--- src/rtl/basys3_debounce.sv ---
// basys3_debounce: per-channel synchroniser, stability-counter debouncer and
// edge detector for the Basys3 push-buttons.
// Optional feature macro: BASYS3_DEBOUNCE_EDGE_EN builds the btn_rise/btn_fall
// edge-detect registers; when undefined, both outputs are tied to 0.
module basys3_debounce #(
    parameter int unsigned NUM_CH          = 5,
    parameter int unsigned SYNC_STAGES     = 2,
    parameter int unsigned DEBOUNCE_CYCLES = 1000000,
    parameter logic        INIT_LEVEL      = 1'b0
) (
    input  logic              clk_ext,
    input  logic              rst,
    input  logic [NUM_CH-1:0] btn_in,
    output logic [NUM_CH-1:0] btn_level,
    output logic [NUM_CH-1:0] btn_rise,
    output logic [NUM_CH-1:0] btn_fall,
    output logic [NUM_CH-1:0] btn_busy
);

    localparam int unsigned    CW   = $clog2(DEBOUNCE_CYCLES + 1);
    localparam logic [CW-1:0]  LAST = CW'(DEBOUNCE_CYCLES - 1);

    logic [SYNC_STAGES-1:0] sync_q [NUM_CH];
    logic [CW-1:0]          cnt_q  [NUM_CH];
    logic [CW-1:0]          cnt_d  [NUM_CH];
    logic [NUM_CH-1:0]      sync_out;
    logic [NUM_CH-1:0]      level_q;
    logic [NUM_CH-1:0]      level_d;
    logic [NUM_CH-1:0]      busy_q;

    // Synchroniser chains: raw pad inputs are only ever seen by these flops.
    always_ff @(posedge clk_ext) begin
        for (int unsigned ch = 0; ch < NUM_CH; ch++) begin
            if (rst) begin
                sync_q[ch] <= {SYNC_STAGES{INIT_LEVEL}};
            end else begin
                sync_q[ch] <= {sync_q[ch][SYNC_STAGES-2:0], btn_in[ch]};
            end
        end
    end

    // Stability counter next-state: clear when settled, accept on the last count.
    always_comb begin
        level_d = level_q;
        for (int unsigned ch = 0; ch < NUM_CH; ch++) begin
            sync_out[ch] = sync_q[ch][SYNC_STAGES-1];
            cnt_d[ch]    = '0;
            if (sync_out[ch] != level_q[ch]) begin
                if (cnt_q[ch] == LAST) begin
                    level_d[ch] = sync_out[ch];
                end else begin
                    cnt_d[ch] = cnt_q[ch] + CW'(1);
                end
            end
        end
    end

    // Counter, debounced level and busy-flag registers.
    always_ff @(posedge clk_ext) begin
        if (rst) begin
            level_q <= {NUM_CH{INIT_LEVEL}};
            busy_q  <= '0;
            for (int unsigned ch = 0; ch < NUM_CH; ch++) begin
                cnt_q[ch] <= '0;
            end
        end else begin
            level_q <= level_d;
            for (int unsigned ch = 0; ch < NUM_CH; ch++) begin
                cnt_q[ch]  <= cnt_d[ch];
                busy_q[ch] <= (cnt_q[ch] != '0);
            end
        end
    end

    assign btn_level = level_q;
    assign btn_busy  = busy_q;

`ifdef BASYS3_DEBOUNCE_EDGE_EN
    logic [NUM_CH-1:0] rise_q;
    logic [NUM_CH-1:0] fall_q;

    // Edge pulses computed from the level next-state so they line up with btn_level.
    always_ff @(posedge clk_ext) begin
        if (rst) begin
            rise_q <= '0;
            fall_q <= '0;
        end else begin
            rise_q <= level_d & ~level_q;
            fall_q <= ~level_d & level_q;
        end
    end

    assign btn_rise = rise_q;
    assign btn_fall = fall_q;
`else
    assign btn_rise = '0;
    assign btn_fall = '0;
`endif

endmodule

--- config.mk ---
export PLATFORM = sky130hd
export DESIGN_NAME = basys3_debounce
export DESIGN_NICKNAME = d
export VERILOG_FILES = /design/src/rtl/basys3_debounce.sv
export SDC_FILE = /design/constraint.sdc
export NUM_CORES = 1
export LEC_CHECK = 0
export ABC_AREA = 1
export CORE_ASPECT_RATIO = 2
export CORE_MARGIN = 2
export CORE_UTILIZATION = 45
export CTS_CLUSTER_SIZE = 16
export DETAILED_ROUTE_END_ITERATION = 10
export GPL_TIMING_DRIVEN = 0
export SYNTH_ARGS = -nofsm -noshare
export SYNTH_HDL_FRONTEND = slang
export SYNTH_SLANG_ARGS = --single-unit
--- constraint.sdc ---
create_clock -name clk_ext -period 1.4 [get_ports clk_ext]
set_input_delay 0.28 -clock clk_ext [delete_from_list [all_inputs] [get_ports clk_ext]]
set_output_delay 0.28 -clock clk_ext [all_outputs]
set_load 0.05 [all_outputs]
; ---- After elaboration in Yosys (flattened, before gate mapping)
; Memories as Yosys holds them, arrays and structs flattened.
; Cells that the tools add are included.
[classes]
n_eq_ne = 10
bitwise_logic = 10
n_reduce_logical = 10
n_mul = 0
n_mux = 23
addsub = 5
n_shift = 0
div = 0
order_cmp = 0
[ops]
columns = op, n
row1 = 2-to-1 mux 20 bit, 15
row2 = adder 20 x 1 -> 20 bit (second input constant), 5
row3 = == test 20 bit (second input constant), 5
row4 = nonzero test 20 bit, 5
row5 = 2-to-1 mux 2 bit, 5
row6 = bitwise OR 1 bit, 10
row7 = AND reduction 2 bit, 5
row8 = != test 1 bit, 5
row9 = 2-to-1 mux 1 bit, 3
[totals]
output_inout_bits = 20
mem_count = 2
input_bits = 7
mem_bits_rw = 110
latch_bits = 0
ff_bits = 10
rom_bits = 0
word_cells = 66
[mem_list]
columns = memory, depth, word_bits, read_ports, rd_ports_with_merged_regs, wr, line
row1 = cnt_q, 5, 20, 5, 0, 5, 24  ; logic [CW-1:0] cnt_q [NUM_CH];
row2 = sync_q, 5, 2, 5, 0, 5, 23  ; logic [SYNC_STAGES-1:0] sync_q [NUM_CH];

; ---- Logic depth before layout (Yosys ltp)
; Gate-level depths: netlist (run 1).
; An unclocked memory read counts as a cell.
[logic_depth]
depth_word = 5
mapped_depth = 10
ltp_nobuf = 10

; ---- Worst setup path before layout (run 1)
; OpenSTA, ideal clock, no wires.
[synth_timing]
path_type = reg-to-reg
startpoint = memory cnt_q[0][40] (netlist name)
endpoint = memory cnt_q[0][50] (netlist name)
path_stages_with_launch = 10
path_slack_ns = -0.023
setup_time_ns = 0.115
path_buffers = 1
t_required_ns = 1.285
arrival_ns = 1.308
cell_sequence = dfxtp_1 ha_1 nand3_2 inv_2 nand2_1 nor2_2 nand2_1 nand2_4 buf_6 nor2_1
[synth_rtl]
columns = element, line
row1 = from (decl), 24

==> run_summary.xml, run 1 <==
<?xml version="1.0" encoding="UTF-8"?>
<metrics>
  <group name="status">
    <metric name="status" unit="">finished, violations left</metric>
    <metric name="failed_checks" unit="">setup timing</metric>
  </group>
  <group name="synthesis">
    <metric name="post_synth_inst_count" unit="">933</metric>
    <metric name="synthDominantCellAreaShare" unit="">0.389</metric>
    <metric name="synthFlopType" unit="">sky130_fd_sc_hd__dfxtp_1</metric>
    <metric name="netlist-cell-type-count" unit="">33</metric>
    <metric name="mappedNetlistArea" unit="mm²">0.00618</metric>
    <metric name="synth.yosys.warnings" unit="">0</metric>
    <metric name="synth_enable_flop_cells" unit="">0</metric>
    <metric name="post_synth_main_area_contributors" unit="">sky130_fd_sc_hd__dfxtp_1 39%, sky130_fd_sc_hd__nand2_1 14%, sky130_fd_sc_hd__nor2_1 13%</metric>
    <metric name="postSynthAreaPerCell" unit="µm²">6.63</metric>
    <metric name="synth.top_cells.by_count" unit="">232 x sky130_fd_sc_hd__nand2_1, 214 x sky130_fd_sc_hd__nor2_1, 120 x sky130_fd_sc_hd__dfxtp_1</metric>
    <metric name="synth.most_common_cell" unit="">sky130_fd_sc_hd__nand2_1</metric>
    <metric name="synth_seq_area_share" unit="">0.389</metric>
    <metric name="synth.largest_area_cell" unit="">sky130_fd_sc_hd__dfxtp_1</metric>
    <metric name="async_flop_share" unit="">0</metric>
    <metric name="synth-seq-cells" unit="">120</metric>
  </group>
  <group name="final_layout">
    <metric name="antenna_cells_inserted" unit="">0</metric>
    <metric name="fin_util" unit="">0.601</metric>
    <metric name="drive_gt1_frac" unit="">0.228</metric>
    <metric name="multi_input_area" unit="mm²">0.00364</metric>
    <metric name="final_net_count" unit="">1034</metric>
    <metric name="flow.area_growth_from_synthesis" unit="%">30.6</metric>
    <metric name="layout.filler_cells" unit="">1244</metric>
    <metric name="layout.area.seq" unit="mm²">0.00247</metric>
  </group>
  <group name="cts">
    <metric name="ctsLongestPathBuffers" unit="">2</metric>
    <metric name="tritoncts.num_buffers" unit="">17</metric>
    <metric name="cts.hold.buffers_added" unit="">0</metric>
    <metric name="worst_skew_pair.late_latency" unit="ns">0.41</metric>
    <metric name="cts_root_buf" unit="">sky130_fd_sc_hd__clkbuf_16</metric>
    <metric name="cts-htree-levels" unit="">4</metric>
    <metric name="cts_tree" unit="">yes</metric>
    <metric name="worst_setup_hold_path_clk_slew" unit="ns">0.06</metric>
    <metric name="cts.sinks" unit="">120</metric>
  </group>
  <group name="worst_setup_path">
    <metric name="critical_path_arrival" unit="ns">1.71</metric>
    <metric name="critPathKind" unit="">flop to flop</metric>
    <metric name="crit_path_capture" unit="">cnt_q[0][62]$_SDFF_PP0_</metric>
    <metric name="cp_top_family" unit="">simple AND/OR/NAND/NOR gates</metric>
    <metric name="crit_path_cell_count" unit="">7</metric>
    <metric name="crit_buf_inv" unit="">2</metric>
    <metric name="timing.critical_path.slowest_stage_cell" unit="">sky130_fd_sc_hd__dfxtp_2</metric>
    <metric name="cp_cell_instances" unit="">inv_2, nand2_1, nor2_2, nand3_2, o21bai_4, buf_6, nor2_1</metric>
    <metric name="worst_setup_path_startpoint" unit="">cnt_q[0][67]$_SDFF_PP0_</metric>
    <metric name="cp.required" unit="ns">1.69</metric>
    <metric name="worstReg2RegEnd" unit="">cnt_q[0][62]$_SDFF_PP0_</metric>
    <metric name="timing.critical_path.from_type" unit="">flop</metric>
    <metric name="r2r_setup_slack" unit="ns">-0.02</metric>
    <metric name="regToRegStartpoint" unit="">cnt_q[0][67]$_SDFF_PP0_</metric>
    <metric name="r2r_cells" unit="">7</metric>
    <metric name="worst-path-max-fanout" unit="">6</metric>
    <metric name="critical-path-max-stage-delay" unit="ns">0.34</metric>
    <metric name="worstSetupEndpointType" unit="">flop</metric>
  </group>
  <group name="run">
    <metric name="max_cap_violations" unit="">0</metric>
  </group>
  <group name="placed_design">
    <metric name="hpwl" unit="µm">11000</metric>
    <metric name="global_placement_routability_congestion" unit="">0.921</metric>
    <metric name="buffer_ports.inserted" unit="">16</metric>
  </group>
  <group name="timing">
    <metric name="final_max_tran_viols" unit="">0</metric>
    <metric name="slew-limit-headroom" unit="">0.647</metric>
    <metric name="post-route-min-period" unit="ns">1.42</metric>
    <metric name="fmax" unit="MHz">703</metric>
    <metric name="grt_setup_unrepaired" unit="">yes</metric>
    <metric name="min_period_over_period" unit="">1.02</metric>
    <metric name="clock_skews" unit="ns">0.0103</metric>
    <metric name="finalSetupTns" unit="ns">-0.115</metric>
    <metric name="report.final.hold_viol_count" unit="">0</metric>
    <metric name="setup-violations-final" unit="">10</metric>
    <metric name="worst_pin_slew" unit="ns">0.529</metric>
    <metric name="fin_ws" unit="ns">-0.0217</metric>
  </group>
  <group name="grt">
    <metric name="gr-max-usage-layer" unit="">met2</metric>
    <metric name="grt_start_max_net_pins" unit="">17</metric>
    <metric name="grt_pass1_vias" unit="">5816</metric>
    <metric name="grtUsageMet3" unit="">0.0297</metric>
    <metric name="grt.overflow.total" unit="">0</metric>
    <metric name="grt_first_pass_wirelength" unit="µm">26200</metric>
    <metric name="grt_antenna_before_repair" unit="">0</metric>
    <metric name="groute.layer.met2.usage" unit="">0.423</metric>
    <metric name="grt.met1_usage" unit="">0.225</metric>
    <metric name="grtUsageTotal" unit="">0.225</metric>
  </group>
  <group name="floorplanning">
    <metric name="die-height" unit="µm">170</metric>
    <metric name="floorplan.io_pins" unit="">27</metric>
    <metric name="coreArea" unit="mm²">0.0134</metric>
    <metric name="floorplan.die_area" unit="mm²">0.0147</metric>
    <metric name="fp.dieW" unit="µm">86.9</metric>
    <metric name="initial_utilization" unit="">0.460</metric>
    <metric name="placement_row_count" unit="">60</metric>
  </group>
  <group name="route">
    <metric name="route.detailed.drc" unit="">0</metric>
    <metric name="postRouteAntennaNets" unit="">0</metric>
    <metric name="initial_detailed_routing_violation_count" unit="">233</metric>
    <metric name="wire_per_inst" unit="µm">13.4</metric>
    <metric name="drt-total-wl" unit="µm">15900</metric>
    <metric name="route.vias.total" unit="">5876</metric>
    <metric name="drtPass1Iterations" unit="">6</metric>
    <metric name="viasPerCell" unit="">4.96</metric>
  </group>
  <group name="power_and_ir_drop">
    <metric name="seq_power_share" unit="">0.386</metric>
    <metric name="power_switching" unit="W">0.00177</metric>
    <metric name="intPower" unit="W">0.00713</metric>
    <metric name="power.density" unit="mW/mm²">1100</metric>
    <metric name="p_leak" unit="nW">2.88</metric>
    <metric name="power.switching_fraction" unit="">0.199</metric>
    <metric name="combPwrFrac" unit="">0.026</metric>
    <metric name="vdd_ir_max" unit="µV">781</metric>
    <metric name="clock_power_share" unit="">0.587</metric>
  </group>
  <group name="worst_hold_path">
    <metric name="hold_class" unit="">input pin to flop</metric>
  </group>
</metrics>
[layout by cell type, fill, tap and decap left out, drive strengths merged, types with 11 or more instances in the layout]
master,count
buf,61
xor2,26
clkbuf,24
dfxtp,120
a21oi,40
nor2,219
or2,11
o21ai,13
inv,115
nand4,16
nor3,12
nand2,235
xnor2,17
nand3,62
[power groups by stage]
| stage | combinational, W | sequential [W] | clock, W |
|---|---|---|---|
| floorplan | 0.000149 | 0.00353 | 0 |
| global placement | 0.000208 | 0.00352 | 0 |
| detailed placement | 0.000208 | 0.00352 | 0 |
| CTS | 0.000240 | 0.00345 | 0.00530 |
| global route | 0.000255 | 0.00344 | 0.00544 |
| finish | 0.000234 | 0.00344 | 0.00523 |
[worst min-delay path by stage]
stage	start	end	slack, ns	depth (start not counted)
2_1_floorplan	btn_in[0]	sync_q[0][0]$_SDFF_PP0_	0.39	2
3_3_place_gp	sync_q[2][0]$_SDFF_PP0_	sync_q[2][1]$_SDFF_PP0_	0.39	2
3_5_place_dp	sync_q[2][0]$_SDFF_PP0_	sync_q[2][1]$_SDFF_PP0_	0.39	2
4_1_cts	btn_in[2]	sync_q[2][0]$_SDFF_PP0_	0.37	3
5_1_grt	btn_in[3]	sync_q[3][0]$_SDFF_PP0_	0.42	3
6_report	btn_in[2]	sync_q[2][0]$_SDFF_PP0_	0.38	3
[registers in the layout (all words and copies together) (netlist names)]
name and count:
cnt_q 100, btn_level 5, btn_busy 5, sync_q 10
[logic make-up after synthesis]
group                      Yosys count  synth area share
adders and majority gates           10            0.0202
other                                1          0.000607
AOI/OAI and AO/OA                   56            0.0484
buffers and inverters              134            0.0927
and+or+nand+nor                    569             0.389
DFF                                120             0.389
xor gates and xnor gates            43            0.0609
[per-layer routing]
layer | up-vias | share of wire
li1 | 3057 | -
met1 | 2646 | 0.38
met2 | 119 | 0.56
met3 | 54 | 0.021
met4 | 0 | 0.041
met5 | - | 0
[worst register-to-register path, stage by stage (launching register included)]
cell and delay (ns):
sky130_fd_sc_hd__dfxtp_2 0.34, sky130_fd_sc_hd__inv_2 0.06, sky130_fd_sc_hd__nand2_1 0.08, sky130_fd_sc_hd__nor2_2 0.16
sky130_fd_sc_hd__nand3_2 0.13, sky130_fd_sc_hd__o21bai_4 0.31, sky130_fd_sc_hd__buf_6 0.19, sky130_fd_sc_hd__nor2_1 0.04
[metrics by stage]
| step | worst slack, ns | hold WS, ns | std cells | instance area, µm² | power [W] |
|---|---|---|---|---|---|
| floorplan | 0.00803 | 0.387 | 942 | 6230 | 0.00368 |
| global placement | -0.296 | 0.389 | 1113 | 6590 | 0.00373 |
| detailed placement | -0.293 | 0.395 | 1113 | 6590 | 0.00373 |
| CTS | -0.0650 | 0.368 | 1175 | 7760 | 0.00898 |
| global route | -0.0780 | 0.417 | 1185 | 8070 | 0.00913 |
| finish | -0.0217 | 0.380 | 1185 | 8070 | 0.00890 |
[final cells by class]
type	count	share of cell area
sequential	120	0.306
multi-input combinational	688	0.452
clock inverter	12	0.0304
inverter	115	0.0538
clock buffer	20	0.0566
timing repair buffer	57	0.0594
buffer	18	0.0186
tap	155	0.0240
[repair_timing]
| item | 4_1_cts | 5_1_grt |
|---|---|---|
| gates resized for setup | 109 | 103 |
| setup buffers | 27 | 12 |
| setup endpoints to repair | 112 | 107 |
| pin swaps | 23 | 23 |
| cloned | 3 | 0 |
(Power assumes the default switching activity.)
==> run 2, diff against run 1 <==
CORE_ASPECT_RATIO = 1.75   (was 2)
==> run_summary.xml, run 2 (same netlist as run 1, synthesis figures left out) <==
<?xml version="1.0" encoding="UTF-8"?>
<metrics>
  <group name="power_and_ir_drop">
    <metric name="power.switching_fraction" unit="">0.208</metric>
    <metric name="clock_power_share" unit="">0.568</metric>
    <metric name="combPwrFrac" unit="">0.029</metric>
    <metric name="intPower" unit="W">0.00677</metric>
    <metric name="power.density" unit="mW/mm²">1060</metric>
    <metric name="vdd_ir_max" unit="µV">703</metric>
    <metric name="seq_power_share" unit="">0.403</metric>
    <metric name="power_switching" unit="W">0.00178</metric>
    <metric name="p_leak" unit="nW">2.87</metric>
  </group>
  <group name="cts">
    <metric name="cts.hold.buffers_added" unit="">0</metric>
    <metric name="ctsLongestPathBuffers" unit="">2</metric>
    <metric name="tritoncts.num_buffers" unit="">17</metric>
    <metric name="cts.sinks" unit="">120</metric>
    <metric name="worst_skew_pair.late_latency" unit="ns">0.42</metric>
    <metric name="cts_tree" unit="">yes</metric>
    <metric name="cts_root_buf" unit="">sky130_fd_sc_hd__clkbuf_16</metric>
    <metric name="worst_setup_hold_path_clk_slew" unit="ns">0.06</metric>
    <metric name="cts-htree-levels" unit="">4</metric>
  </group>
  <group name="route">
    <metric name="route.detailed.drc" unit="">0</metric>
    <metric name="postRouteAntennaNets" unit="">0</metric>
    <metric name="initial_detailed_routing_violation_count" unit="">250</metric>
    <metric name="drtPass1Iterations" unit="">5</metric>
    <metric name="route.vias.total" unit="">5923</metric>
    <metric name="viasPerCell" unit="">4.93</metric>
    <metric name="wire_per_inst" unit="µm">13.2</metric>
    <metric name="drt-total-wl" unit="µm">15800</metric>
  </group>
  <group name="worst_setup_path">
    <metric name="timing.critical_path.from_type" unit="">flop</metric>
    <metric name="cp.required" unit="ns">1.70</metric>
    <metric name="worst-path-max-fanout" unit="">6</metric>
    <metric name="worstSetupEndpointType" unit="">flop</metric>
    <metric name="critPathKind" unit="">flop to flop</metric>
    <metric name="critical_path_arrival" unit="ns">1.71</metric>
  </group>
  <group name="timing">
    <metric name="post-route-min-period" unit="ns">1.40</metric>
    <metric name="setup-violations-final" unit="">1</metric>
    <metric name="fmax" unit="MHz">713</metric>
    <metric name="clock_skews" unit="ns">0.00976</metric>
    <metric name="fin_ws" unit="ns">-0.00227</metric>
    <metric name="min_period_over_period" unit="">1.00</metric>
    <metric name="finalSetupTns" unit="ns">-0.00227</metric>
    <metric name="grt_setup_unrepaired" unit="">yes</metric>
    <metric name="final_max_tran_viols" unit="">0</metric>
    <metric name="report.final.hold_viol_count" unit="">0</metric>
  </group>
  <group name="run">
    <metric name="max_cap_violations" unit="">0</metric>
  </group>
  <group name="floorplanning">
    <metric name="floorplan.die_area" unit="mm²">0.0147</metric>
    <metric name="initial_utilization" unit="">0.462</metric>
    <metric name="die-height" unit="µm">159</metric>
    <metric name="coreArea" unit="mm²">0.0134</metric>
    <metric name="fp.dieW" unit="µm">92.6</metric>
    <metric name="floorplan.io_pins" unit="">27</metric>
    <metric name="placement_row_count" unit="">56</metric>
  </group>
  <group name="placed_design">
    <metric name="placement.setup.worst_slack" unit="ns">-0.369</metric>
    <metric name="hpwl" unit="µm">10800</metric>
    <metric name="buffer_ports.inserted" unit="">16</metric>
    <metric name="global_placement_routability_congestion" unit="">0.895</metric>
    <metric name="dp_cells" unit="">1132</metric>
  </group>
  <group name="final_layout">
    <metric name="layout.area.seq" unit="mm²">0.00245</metric>
    <metric name="mostFrequentLayoutCell" unit="">sky130_fd_sc_hd__nand2_1</metric>
    <metric name="multi_input_area" unit="mm²">0.00364</metric>
    <metric name="final_net_count" unit="">1032</metric>
    <metric name="final_cell_mix" unit="">221 x sky130_fd_sc_hd__nand2_1, 179 x sky130_fd_sc_hd__nor2_1, 110 x sky130_fd_sc_hd__inv_1</metric>
    <metric name="finalNonFillerCells" unit="">1201</metric>
    <metric name="drive_gt1_frac" unit="">0.216</metric>
    <metric name="reg_top3" unit="">cnt_q x100, sync_q x10</metric>
    <metric name="flow.area_growth_from_synthesis" unit="%">30.4</metric>
    <metric name="largest_reg_flops" unit="">100</metric>
    <metric name="antenna_cells_inserted" unit="">0</metric>
    <metric name="register_ranked_first_by_flip_flop_count" unit="">cnt_q</metric>
    <metric name="layout.filler_cells" unit="">1266</metric>
  </group>
  <group name="grt">
    <metric name="grt_antenna_before_repair" unit="">0</metric>
    <metric name="grt.overflow.total" unit="">0</metric>
    <metric name="grt_first_pass_wirelength" unit="µm">25200</metric>
    <metric name="grt_pass1_vias" unit="">5704</metric>
    <metric name="grt_start_max_net_pins" unit="">17</metric>
    <metric name="grtUsageTotal" unit="">0.214</metric>
  </group>
  <group name="status">
    <metric name="status" unit="">finished, violations left</metric>
    <metric name="failed_checks" unit="">setup timing</metric>
  </group>
  <group name="worst_hold_path">
    <metric name="hold_class" unit="">input pin to flop</metric>
  </group>
</metrics>
run 2: routing by layer:
layer,GRT usage,part of all wire,up-vias
met5,0,0,-
met4,0.128,0.041,0
met3,0.0412,0.028,49
met2,0.398,0.55,123
met1,0.212,0.38,2709
li1,-,-,3042
run 2: stage by stage:
step           hold WS [ns]   util  power (W)  area, µm²
6_report              0.382  0.603    0.00854       8060
5_1_grt               0.393  0.603    0.00879       8060
4_1_cts               0.375  0.577    0.00860       7720
3_5_place_dp          0.397  0.494    0.00373       6610
3_3_place_gp          0.391  0.494    0.00373       6610
2_1_floorplan         0.387      -    0.00368       6230
run 2: critical path, stage by stage (launching register included):
cell	delay [ns]
sky130_fd_sc_hd__dfxtp_1	0.35
sky130_fd_sc_hd__inv_1	0.12
sky130_fd_sc_hd__nand2_1	0.07
sky130_fd_sc_hd__nor2_2	0.13
sky130_fd_sc_hd__nand2_4	0.07
sky130_fd_sc_hd__nor2_4	0.09
sky130_fd_sc_hd__nand2_2	0.07
sky130_fd_sc_hd__nand2_4	0.10
sky130_fd_sc_hd__buf_12	0.13
sky130_fd_sc_hd__buf_8	0.12
sky130_fd_sc_hd__nor2_1	0.04
run 2: worst paths after layout:
check                          start                      end  slack, ns  depth (start not counted)
min reg2reg  sync_q[1][0]$_SDFF_PP0_  sync_q[1][1]$_SDFF_PP0_       0.40                          2
max          cnt_q[0][55]$_SDFF_PP0_  cnt_q[0][50]$_SDFF_PP0_     -0.002                         10
max reg2reg  cnt_q[0][55]$_SDFF_PP0_  cnt_q[0][50]$_SDFF_PP0_     -0.002                         10
min                        btn_in[3]  sync_q[3][0]$_SDFF_PP0_       0.38                          3
run 2: repair_timing:
action,4_1_cts,5_1_grt
cloned,2,1
setup buffers,26,10
gates resized for setup,102,107
setup endpoints to repair,112,113
pin swaps,21,16
run 2: cell type report:
| cell class | instances | share of cell area |
|---|---|---|
| flip-flops and latches | 120 | 0.304 |
| multi-input cells | 688 | 0.451 |
| inverters | 115 | 0.0542 |
| repair buffers | 54 | 0.0613 |
| well taps | 174 | 0.0270 |
| clock inverters | 12 | 0.0247 |
| clock buffers | 19 | 0.0562 |
| plain buffers | 19 | 0.0216 |
run 2: power by group through the flow:
stage / logic, W / registers, W / clock network (W)
3_3_place_gp: 0.000206 / 0.00352 / 0
3_5_place_dp: 0.000207 / 0.00352 / 0
5_1_grt: 0.000268 / 0.00344 / 0.00508
6_report: 0.000249 / 0.00344 / 0.00485
2_1_floorplan: 0.000149 / 0.00353 / 0
4_1_cts: 0.000241 / 0.00345 / 0.00491
